**src/rtl/seg_pkg.sv**
```systemverilog
// Shared glyph constants and the 4-bit code to active-low 7-segment glyph mapping.
// Glyph bit order is {g,f,e,d,c,b,a}; a 0 lights the segment.
package seg_pkg;

  localparam logic [6:0] SEG_BLANK = 7'h7F;
  localparam logic [6:0] SEG_DASH  = 7'b0111111;
  localparam logic [6:0] SEG_0     = 7'b1000000;
  localparam logic [6:0] SEG_1     = 7'b1111001;
  localparam logic [6:0] SEG_2     = 7'b0100100;
  localparam logic [6:0] SEG_3     = 7'b0110000;
  localparam logic [6:0] SEG_4     = 7'b0011001;
  localparam logic [6:0] SEG_5     = 7'b0010010;
  localparam logic [6:0] SEG_6     = 7'b0000010;
  localparam logic [6:0] SEG_7     = 7'b1111000;
  localparam logic [6:0] SEG_8     = 7'b0000000;
  localparam logic [6:0] SEG_9     = 7'b0010000;

  localparam logic [3:0] AN_OFF    = 4'b1111;

  // Frame-stable copy of the display inputs.
  typedef struct packed {
    logic [15:0] digits;
    logic [3:0]  dp_en;
    logic        blank_lead;
  } shadow_t;

  function automatic logic [6:0] code_to_glyph(input logic [3:0] code);
    logic [6:0] glyph;
    case (code)
      4'h0:    glyph = SEG_0;
      4'h1:    glyph = SEG_1;
      4'h2:    glyph = SEG_2;
      4'h3:    glyph = SEG_3;
      4'h4:    glyph = SEG_4;
      4'h5:    glyph = SEG_5;
      4'h6:    glyph = SEG_6;
      4'h7:    glyph = SEG_7;
      4'h8:    glyph = SEG_8;
      4'h9:    glyph = SEG_9;
      4'hA:    glyph = SEG_DASH;
      default: glyph = SEG_BLANK;
    endcase
    return glyph;
  endfunction

endpackage

```
**src/rtl/seg7_decode.sv**
```systemverilog
// Combinational 4-bit code to active-low 7-segment glyph decoder.
module seg7_decode
  import seg_pkg::*;
(
  input  logic [3:0] code,
  output logic [6:0] glyph
);

  assign glyph = code_to_glyph(code);

endmodule

```
**src/rtl/seg_scan_drv.sv**
```systemverilog
// Four-digit multiplexed 7-segment scanner with frame-atomic input capture,
// leading-zero suppression and an anti-ghost blank slot. Define BLINK_EN to enable flash blinking.
module seg_scan_drv
  import seg_pkg::*;
#(
  parameter int unsigned REFRESH_DIV = 50000,
  parameter int unsigned BLINK_DIV   = 25000000
) (
  input  logic        clk,
  input  logic        rst,
  input  logic [15:0] digits,
  input  logic [3:0]  dp_en,
  input  logic        blank_lead,
  input  logic        flash,
  output logic [3:0]  an,
  output logic [6:0]  seg,
  output logic        dp
);

  localparam int unsigned RefW = (REFRESH_DIV > 2) ? $clog2(REFRESH_DIV) : 1;
  localparam logic [RefW-1:0] RefLast = RefW'(REFRESH_DIV - 1);

  logic [RefW-1:0] ref_cnt_q, ref_cnt_d;
  logic [1:0]      idx_q, idx_d;
  shadow_t         shadow_q, shadow_d;
  logic [3:0]      an_q, an_d;
  logic [6:0]      seg_q, seg_d;
  logic            dp_q, dp_d;

  logic            ref_tc;
  logic [3:0]      cur_code;
  logic [6:0]      cur_glyph;
  logic [3:0]      suppress;
  logic            lead_zero;
  logic            blink_dark;

  assign ref_tc   = (ref_cnt_q == RefLast);
  assign cur_code = shadow_q.digits[{idx_q, 2'b00} +: 4];

  seg7_decode u_decode (
    .code  (cur_code),
    .glyph (cur_glyph)
  );

  // A digit is suppressed only while it and everything to its left are zero.
  always_comb begin
    suppress  = '0;
    lead_zero = shadow_q.blank_lead;
    for (int i = 3; i >= 1; i--) begin
      lead_zero   = lead_zero & (shadow_q.digits[i*4 +: 4] == 4'd0);
      suppress[i] = lead_zero;
    end
  end

`ifdef BLINK_EN
  localparam int unsigned BlinkW = (BLINK_DIV > 2) ? $clog2(BLINK_DIV) : 1;
  localparam logic [BlinkW-1:0] BlinkLast = BlinkW'(BLINK_DIV - 1);

  logic [BlinkW-1:0] blink_cnt_q, blink_cnt_d;
  logic              phase_q, phase_d;

  // Held at zero while flash is low so every flash request opens with a lit half-period.
  always_comb begin
    blink_cnt_d = '0;
    phase_d     = 1'b0;
    if (flash) begin
      if (blink_cnt_q == BlinkLast) begin
        blink_cnt_d = '0;
        phase_d     = ~phase_q;
      end else begin
        blink_cnt_d = blink_cnt_q + BlinkW'(1);
        phase_d     = phase_q;
      end
    end
  end

  always_ff @(posedge clk) begin
    if (rst) begin
      blink_cnt_q <= '0;
      phase_q     <= 1'b0;
    end else begin
      blink_cnt_q <= blink_cnt_d;
      phase_q     <= phase_d;
    end
  end

  assign blink_dark = flash & phase_q;
`else
  logic unused_flash;
  assign unused_flash = flash;
  assign blink_dark   = 1'b0;
`endif

  always_comb begin
    ref_cnt_d = ref_tc ? '0 : ref_cnt_q + RefW'(1);
    idx_d     = ref_tc ? idx_q + 2'd1 : idx_q;
    shadow_d  = shadow_q;
    if (ref_tc && (idx_q == 2'd3)) begin
      shadow_d = '{digits: digits, dp_en: dp_en, blank_lead: blank_lead};
    end
  end

  // The terminal-count slot is always dark so the next digit's anode never sees stale segments.
  always_comb begin
    an_d  = AN_OFF;
    seg_d = SEG_BLANK;
    dp_d  = 1'b1;
    if (!ref_tc) begin
      an_d  = ~(4'b0001 << idx_q);
      seg_d = suppress[idx_q] ? SEG_BLANK : cur_glyph;
      dp_d  = ~shadow_q.dp_en[idx_q];
      if (blink_dark) begin
        an_d = AN_OFF;
        dp_d = 1'b1;
      end
    end
  end

  always_ff @(posedge clk) begin
    if (rst) begin
      ref_cnt_q <= '0;
      idx_q     <= '0;
      shadow_q  <= '0;
      an_q      <= AN_OFF;
      seg_q     <= SEG_BLANK;
      dp_q      <= 1'b1;
    end else begin
      ref_cnt_q <= ref_cnt_d;
      idx_q     <= idx_d;
      shadow_q  <= shadow_d;
      an_q      <= an_d;
      seg_q     <= seg_d;
      dp_q      <= dp_d;
    end
  end

  assign an  = an_q;
  assign seg = seg_q;
  assign dp  = dp_q;

endmodule

```
**config.mk**
```make
export PLATFORM = sky130hd
export DESIGN_NAME = seg_scan_drv
export DESIGN_NICKNAME = d
export VERILOG_FILES = /design/src/rtl/seg_pkg.sv /design/src/rtl/seg7_decode.sv /design/src/rtl/seg_scan_drv.sv
export SDC_FILE = /design/constraint.sdc
export NUM_CORES = 1
export LEC_CHECK = 0
export ABC_AREA = 1
export BUFFER_PORTS_ARGS = -buffer_cell sky130_fd_sc_hd__buf_2
export CORE_UTILIZATION = 60
export CTS_CLUSTER_DIAMETER = 120
export DETAILED_ROUTE_END_ITERATION = 16
export GPL_TIMING_DRIVEN = 1
export PLACE_DENSITY_LB_ADDON = 0.25
export SLEW_MARGIN = 10
export SYNTH_ARGS = -nofsm -noshare
export SYNTH_HDL_FRONTEND = slang
export SYNTH_SLANG_ARGS = --single-unit
```
**constraint.sdc**
```tcl
create_clock -name clk -period 4.67 [get_ports clk]
set_input_delay 0.2335 -clock clk [delete_from_list [all_inputs] [get_ports clk]]
set_output_delay 0.2335 -clock clk [all_outputs]
set_load 0.01 [all_outputs]
```
==> run_results.csv, run 1 <==
group,metric,value,unit
run_status,status,"finished, final reports clean",
clock_network,ctsHoldBuffers,0,
final_layout,antenna_cells,0,
flow_run,drv_cap,0,
placement,placed_area,2680,um^2
pwr,cellPowerDensity,261,nW/um^2
setup_path,path_max_fanout,23,
pwr,pwr-share-comb,0.038,
pwr,switchingPower,0.156,mW
die,pin_count,36,
hold_path,hold_path_class,"in2reg",
clock_network,cts_tree,"done",
pwr,switching_share,0.215,
sta,rsz0062_at_grt,"no",
placement,dp.cells,407,
synthesis,ys_ff_latch,51,
detailed_routing,drcViolationCount,0,
die,floorplan.die.height,67.4,um
die,start_util,0.632,
final_layout,nFillCells,339,
pwr,p_int,0.569,mW
final_layout,mostFrequentLayoutCells,"81 x nand2_1, 51 x dfxtp_1, 34 x buf_2",
clock_network,clockBufferDepth,2,
synthesis,avgSynthCellArea,7.61,um^2
synthesis,ys_types,31,
sta,timing.final.crit_share,0.523,
synthesis,synth_nets,371,
detailed_routing,dr_total_vias,2198,
synthesis,syn_area,2570,um^2
clock_network,root_buffer,"clkbuf_8",
final_layout,fin_area,2770,um^2
clock_network,ctsResizeCount,0,
pwr,p_leak,1.10,nW
synthesis,syn_inst,337,
final_layout,final_nets,398,
detailed_routing,wirelength,4950,um
synthesis,dominantRegCellSynth,"dfxtp_1",
detailed_routing,drtIter0Drc,107,
detailed_routing,viasPerCell,5.31,
grt,grt_max_degree,25,
clock_network,cts.reportedPaths.clkPinSlew,90,ps
clock_network,cts_setup_buffers,0,
setup_path,crit_arrival,2620,ps
setup_path,path_class,"reg2reg",
synthesis,synth_edf_count,0,
grt,grt_pass1_vias,2019,
clock_network,clock_sinks,51,
clock_network,htree_levels,2,
clock_network,clock_latency,300,ps
setup_path,crit_family,"adder cells",
setup_path,endpoint_kind,"register",
placement,io_buffers,34,
grt,grt_pass1_wl,8490,um
placement,dpl_worst_slack,2260,ps
detailed_routing,wl_per_cell,11.9,um
final_layout,layout_commonest_cell,"nand2_1",
setup_path,path_cells,"ha_1 > nand3_2 > nand2_1 > a21oi_1",
sta,setup_viol,0,
sta,tns,0,ps
die,dieArea,4540,um^2
sta,worstMarginPinSlew,816,ps
synthesis,yosysSeqAreaShare,0.398,
setup_path,critPathLaunchType,"register",
final_layout,stdcell_count,414,
setup_path,max_stage_delay,810,ps
grt,antenna_found_initial,0,
sta,slew_headroom,0.456,
die,die_w,67.4,um
detailed_routing,ant_nets,0,
synthesis,yosys_warnings,0,
clock_network,cts_buffers,5,
placement,hpwl,3460,um
pwr,ir_worst_vdd,186,uV
grt,grt_use_total,0.249,
sta,skew,7.98,ps
sta,max_freq,0.410,GHz
setup_path,crit_buf_inv,0,
final_layout,drive_above_1_share,0.176,
placement,finalWeightedCongestion,0.827,
sta,maxSlewViolCount,0,
synthesis,async_flop_share,0,
die,rows,23,
setup_path,crit_required,4850,ps
pwr,pwr-share-clk,0.352,
detailed_routing,drt_pass1_iterations,4,
grt,grt_overflow,0,
sta,finalHoldViolCount,0,
final_layout,area_delta_synth_final,8.00,%
sta,setup_ws,2230,ps
die,core-area,4060,um^2
setup_path,worst_path_max_delay_cell,"ha_1",
pwr,power_frac_seq,0.610,
sta,fin_crit,2440,ps
-- final timing paths --
| path | startpoint | to | slack (ps) | cells after the start |
|---|---|---|---|---|
| worst max-delay path | idx_q[0] | shadow_q[7] | 2230 | 4 |
| worst min-delay path | digits[10] | shadow_q[15] | 200 | 3 |
| worst max register to register | idx_q[0] | shadow_q[7] | 2230 | 4 |
| worst min register to register | ref_cnt_q[0] | ref_cnt_q[0] | 460 | 1 |
-- cells in the mapped netlist (4+ instances only) --
library cell,count,share of area
nand2_1,81,0.12
nor2_1,28,0.041
nand3_1,27,0.053
inv_1,27,0.039
nand4_1,25,0.061
buf_4,4,0.012
a21oi_1,30,0.059
xor2_1,5,0.017
buf_6,6,0.026
o21ai_0,6,0.012
dfxtp_1,51,0.40
ha_1,10,0.049
nand3_2,4,0.016
-- final cells by class --
| type | count | area, um^2 | share of cell area |
|---|---|---|---|
| Clock buffer | 6 | 82.6 | 0.0298 |
| Multi-Input combinational cell | 241 | 1310 | 0.474 |
| Sequential cell | 51 | 1020 | 0.368 |
| Inverter | 31 | 118 | 0.0424 |
| Tap cell | 50 | 62.6 | 0.0226 |
| Timing Repair Buffer | 34 | 170 | 0.0614 |
| Clock inverter | 1 | 5.00 | 0.00181 |
-- power by group through the flow --
stage | sequential [mW] | combinational (mW) | clock (mW)
final | 0.442 | 0.0273 | 0.255
after detailed placement | 0.452 | 0.0277 | 0
after global placement | 0.452 | 0.0273 | 0
after CTS | 0.442 | 0.0277 | 0.259
after floorplan | 0.454 | 0.0121 | 0
after global routing | 0.443 | 0.0314 | 0.276
-- per-layer routing --
metal  routed length (um)  GRT usage
met2                 2360      0.444
met5                    0          0
met1                 2360      0.285
met3                  143     0.0524
met4                   87      0.106
-- cells by family (layout without fill, tap and decap cells) --
| logic type | Yosys count | count (layout) | share of synthesized area |
|---|---|---|---|
| adder cells (fa/ha/maj) | 10 | 10 | 0.0488 |
| AND/OR/NAND/NOR | 188 | 188 | 0.370 |
| AO/OA/AOI/OAI | 37 | 37 | 0.0726 |
| buffers and inverters | 45 | 72 | 0.0907 |
| flip-flops | 51 | 51 | 0.398 |
| XOR/XNOR | 6 | 6 | 0.0205 |
-- metrics by stage --
stage / util / hold slack, ps / power [mW]
final: 0.683 / 196 / 0.724
after global routing: 0.683 / 201 / 0.751
after CTS: 0.683 / 190 / 0.728
after detailed placement: 0.661 / 450 / 0.480
after global placement: 0.661 / 434 / 0.479
after floorplan: - / 303 / 0.466
-- worst min-delay path: stages --
cell and delay, ps:
buf_2 90, nand4_1 80, a21oi_1 60
-- flip-flops by register name (all words and copies together), names as in the netlist --
name	count
ref_cnt_q	16
dp	1
shadow_q	21
seg	7
an	4
idx_q	2
(Power assumes the default switching activity.)
==> run 2: changes to the inputs <==
--- a/config.mk
+++ b/config.mk
@@ -7,7 +7,7 @@
 export LEC_CHECK = 0
 export ABC_AREA = 1
 export BUFFER_PORTS_ARGS = -buffer_cell sky130_fd_sc_hd__buf_2
-export CORE_UTILIZATION = 60
+export CORE_UTILIZATION = 57
 export CTS_CLUSTER_DIAMETER = 120
 export DETAILED_ROUTE_END_ITERATION = 16
 export GPL_TIMING_DRIVEN = 1
==> constraint.sdc (replaced) <==
create_clock -name clk -period 2.5 [get_ports clk]
set_input_delay 0.125 -clock clk [delete_from_list [all_inputs] [get_ports clk]]
set_output_delay 0.125 -clock clk [all_outputs]
set_load 0.01 [all_outputs]
==> run_results.csv, run 2 (synthesized netlist as in run 1, its figures left out) <==
group,metric,value,unit
run_status,status,"finished, final reports clean",
pwr,cellPowerDensity,544,nW/um^2
detailed_routing,drtIter0Drc,230,
setup_path,crit_buf_inv,2,
clock_network,htree_levels,2,
clock_network,clockBufferDepth,2,
setup_path,endpoint_kind,"register",
pwr,p_leak,1.14,nW
setup_path,r2r_slack,600,ps
sta,timing.final.crit_share,0.758,
die,start_util,0.589,
setup_path,r2r-end,"seg[3]",
clock_network,clock_sinks,51,
clock_network,root_buffer,"clkbuf_8",
die,dieArea,4770,um^2
sta,fin_crit,1900,ps
die,die_w,69.1,um
detailed_routing,ant_nets,0,
sta,worstMarginPinSlew,530,ps
grt,grt_pass1_vias,2023,
sta,slew_headroom,0.646,
sta,tns,0,ps
sta,finalHoldViolCount,0,
detailed_routing,drt_pass1_iterations,4,
clock_network,cts_setup_buffers,0,
grt,antenna_found_initial,0,
detailed_routing,drcViolationCount,0,
detailed_routing,wirelength,5080,um
die,pin_count,36,
setup_path,ff2ff_path_depth,9,
pwr,ir_worst_vdd,253,uV
sta,max_freq,0.528,GHz
die,floorplan.die.height,69.1,um
sta,rsz0062_at_grt,"no",
clock_network,ctsResizeCount,0,
hold_path,timing.hold.worst_endpoint,"shadow_q[18]",
setup_path,path_cells,"inv_1 > nor2_1 > nand2_1 > nand2_1 > inv_1 > ha_1 > nand3_1 > nand3_1 > nand3_1",
final_layout,largest_reg_flops,21,
clock_network,cts_tree,"done",
detailed_routing,dr_total_vias,2238,
sta,skew,4.92,ps
sta,maxSlewViolCount,0,
clock_network,clock_latency,300,ps
pwr,fin_total_pwr,1.55,mW
setup_path,crit_required,2690,ps
hold_path,min_path_cells,3,
setup_path,path_class,"reg2reg",
placement,finalWeightedCongestion,0.804,
die,rows,24,
placement,io_buffers,34,
setup_path,crit_arrival,2080,ps
final_layout,mostFrequentLayoutCells,"81 x nand2_1, 51 x dfxtp_1, 34 x buf_2",
final_layout,area_delta_synth_final,10.9,%
clock_network,cts_buffers,5,
final_layout,final_nets,401,
setup_path,critPathLaunchType,"register",
final_layout,regMostFlops,"shadow_q",
grt,grt_max_degree,25,
grt,grt_pass1_wl,8800,um
setup_path,path_common_cell,"nand3_1",
final_layout,post-route-util,0.653,
clock_network,cts.reportedPaths.clkPinSlew,90,ps
sta,setup_viol,0,
hold_path,worstHoldStart,"digits[13]",
grt,grt_use_total,0.224,
setup_path,path_max_fanout,10,
final_layout,antenna_cells,0,
hold_path,hold_path_class,"in2reg",
setup_path,crit_family,"simple AND/OR/NAND/NOR gates",
sta,whs,89.3,ps
detailed_routing,viasPerCell,5.33,
setup_path,worst_path_max_delay_cell,"dfxtp_1",
setup_path,max_stage_delay,530,ps
final_layout,layout_commonest_cell,"nand2_1",
die,core-area,4350,um^2
setup_path,worstReg2RegStart,"idx_q[1]",
final_layout,drive_above_1_share,0.185,
placement,hpwl,3630,um
final_layout,stdcell_count,420,
detailed_routing,wl_per_cell,12.1,um
placement,dp.cells,412,
flow_run,drv_cap,0,
clock_network,ctsHoldBuffers,0,
grt,grt_overflow,0,
-- run 2: worst max-delay path by stage --
| stage | start | endpoint | cells past startpoint |
|---|---|---|---|
| 2_1_floorplan | idx_q[0] | seg[3] | 10 |
| 3_3_place_gp | idx_q[1] | seg[3] | 9 |
| 3_5_place_dp | idx_q[1] | seg[3] | 9 |
| 4_1_cts | idx_q[1] | seg[3] | 9 |
| 5_1_grt | idx_q[1] | seg[3] | 9 |
| 6_report | idx_q[1] | seg[3] | 9 |
-- run 2: where the power goes --
| part | total, mW | internal, mW | switching (mW) |
|---|---|---|---|
| registers | 0.826 | 0.822 | 0.00385 |
| clock network | 0.669 | 0.399 | 0.270 |
| logic | 0.0517 | 0.0229 | 0.0288 |
| total | 1.55 | 1.24 | 0.303 |
-- run 2: tightest hold or removal path, delay by kind of cell --
| kind | cells | cell delay (ps) |
|---|---|---|
| buffers and inverters | 1 | 90 |
| AND/OR/NAND/NOR | 1 | 80 |
| AO/OA/AOI/OAI | 1 | 60 |
-- run 2: per-layer routing --
layer,share of wire,wire length [um],vias to the layer above,global-route usage
li1,-,-,1164,-
met1,0.46,2340,1016,0.279
met2,0.49,2470,47,0.395
met3,0.036,185,11,0.0409
met4,0.015,76,0,0.0590
met5,0,0,-,0
-- run 2: cell type report --
type,count,area [um^2]
Inverter,31,118
Tap cell,52,65.1
Clock inverter,3,67.6
Fill cell,389,1510
Timing Repair Buffer,37,193
Clock buffer,5,68.8
Multi-Input combinational cell,241,1310
Sequential cell,51,1020
-- run 2: metrics by stage --
step                setup WS, ps  instance area (um^2)
floorplan                    899                  2570
global placement             691                  2710
detailed placement           640                  2710
CTS                          619                  2850
global route                 451                  2850
finish                       604                  2850
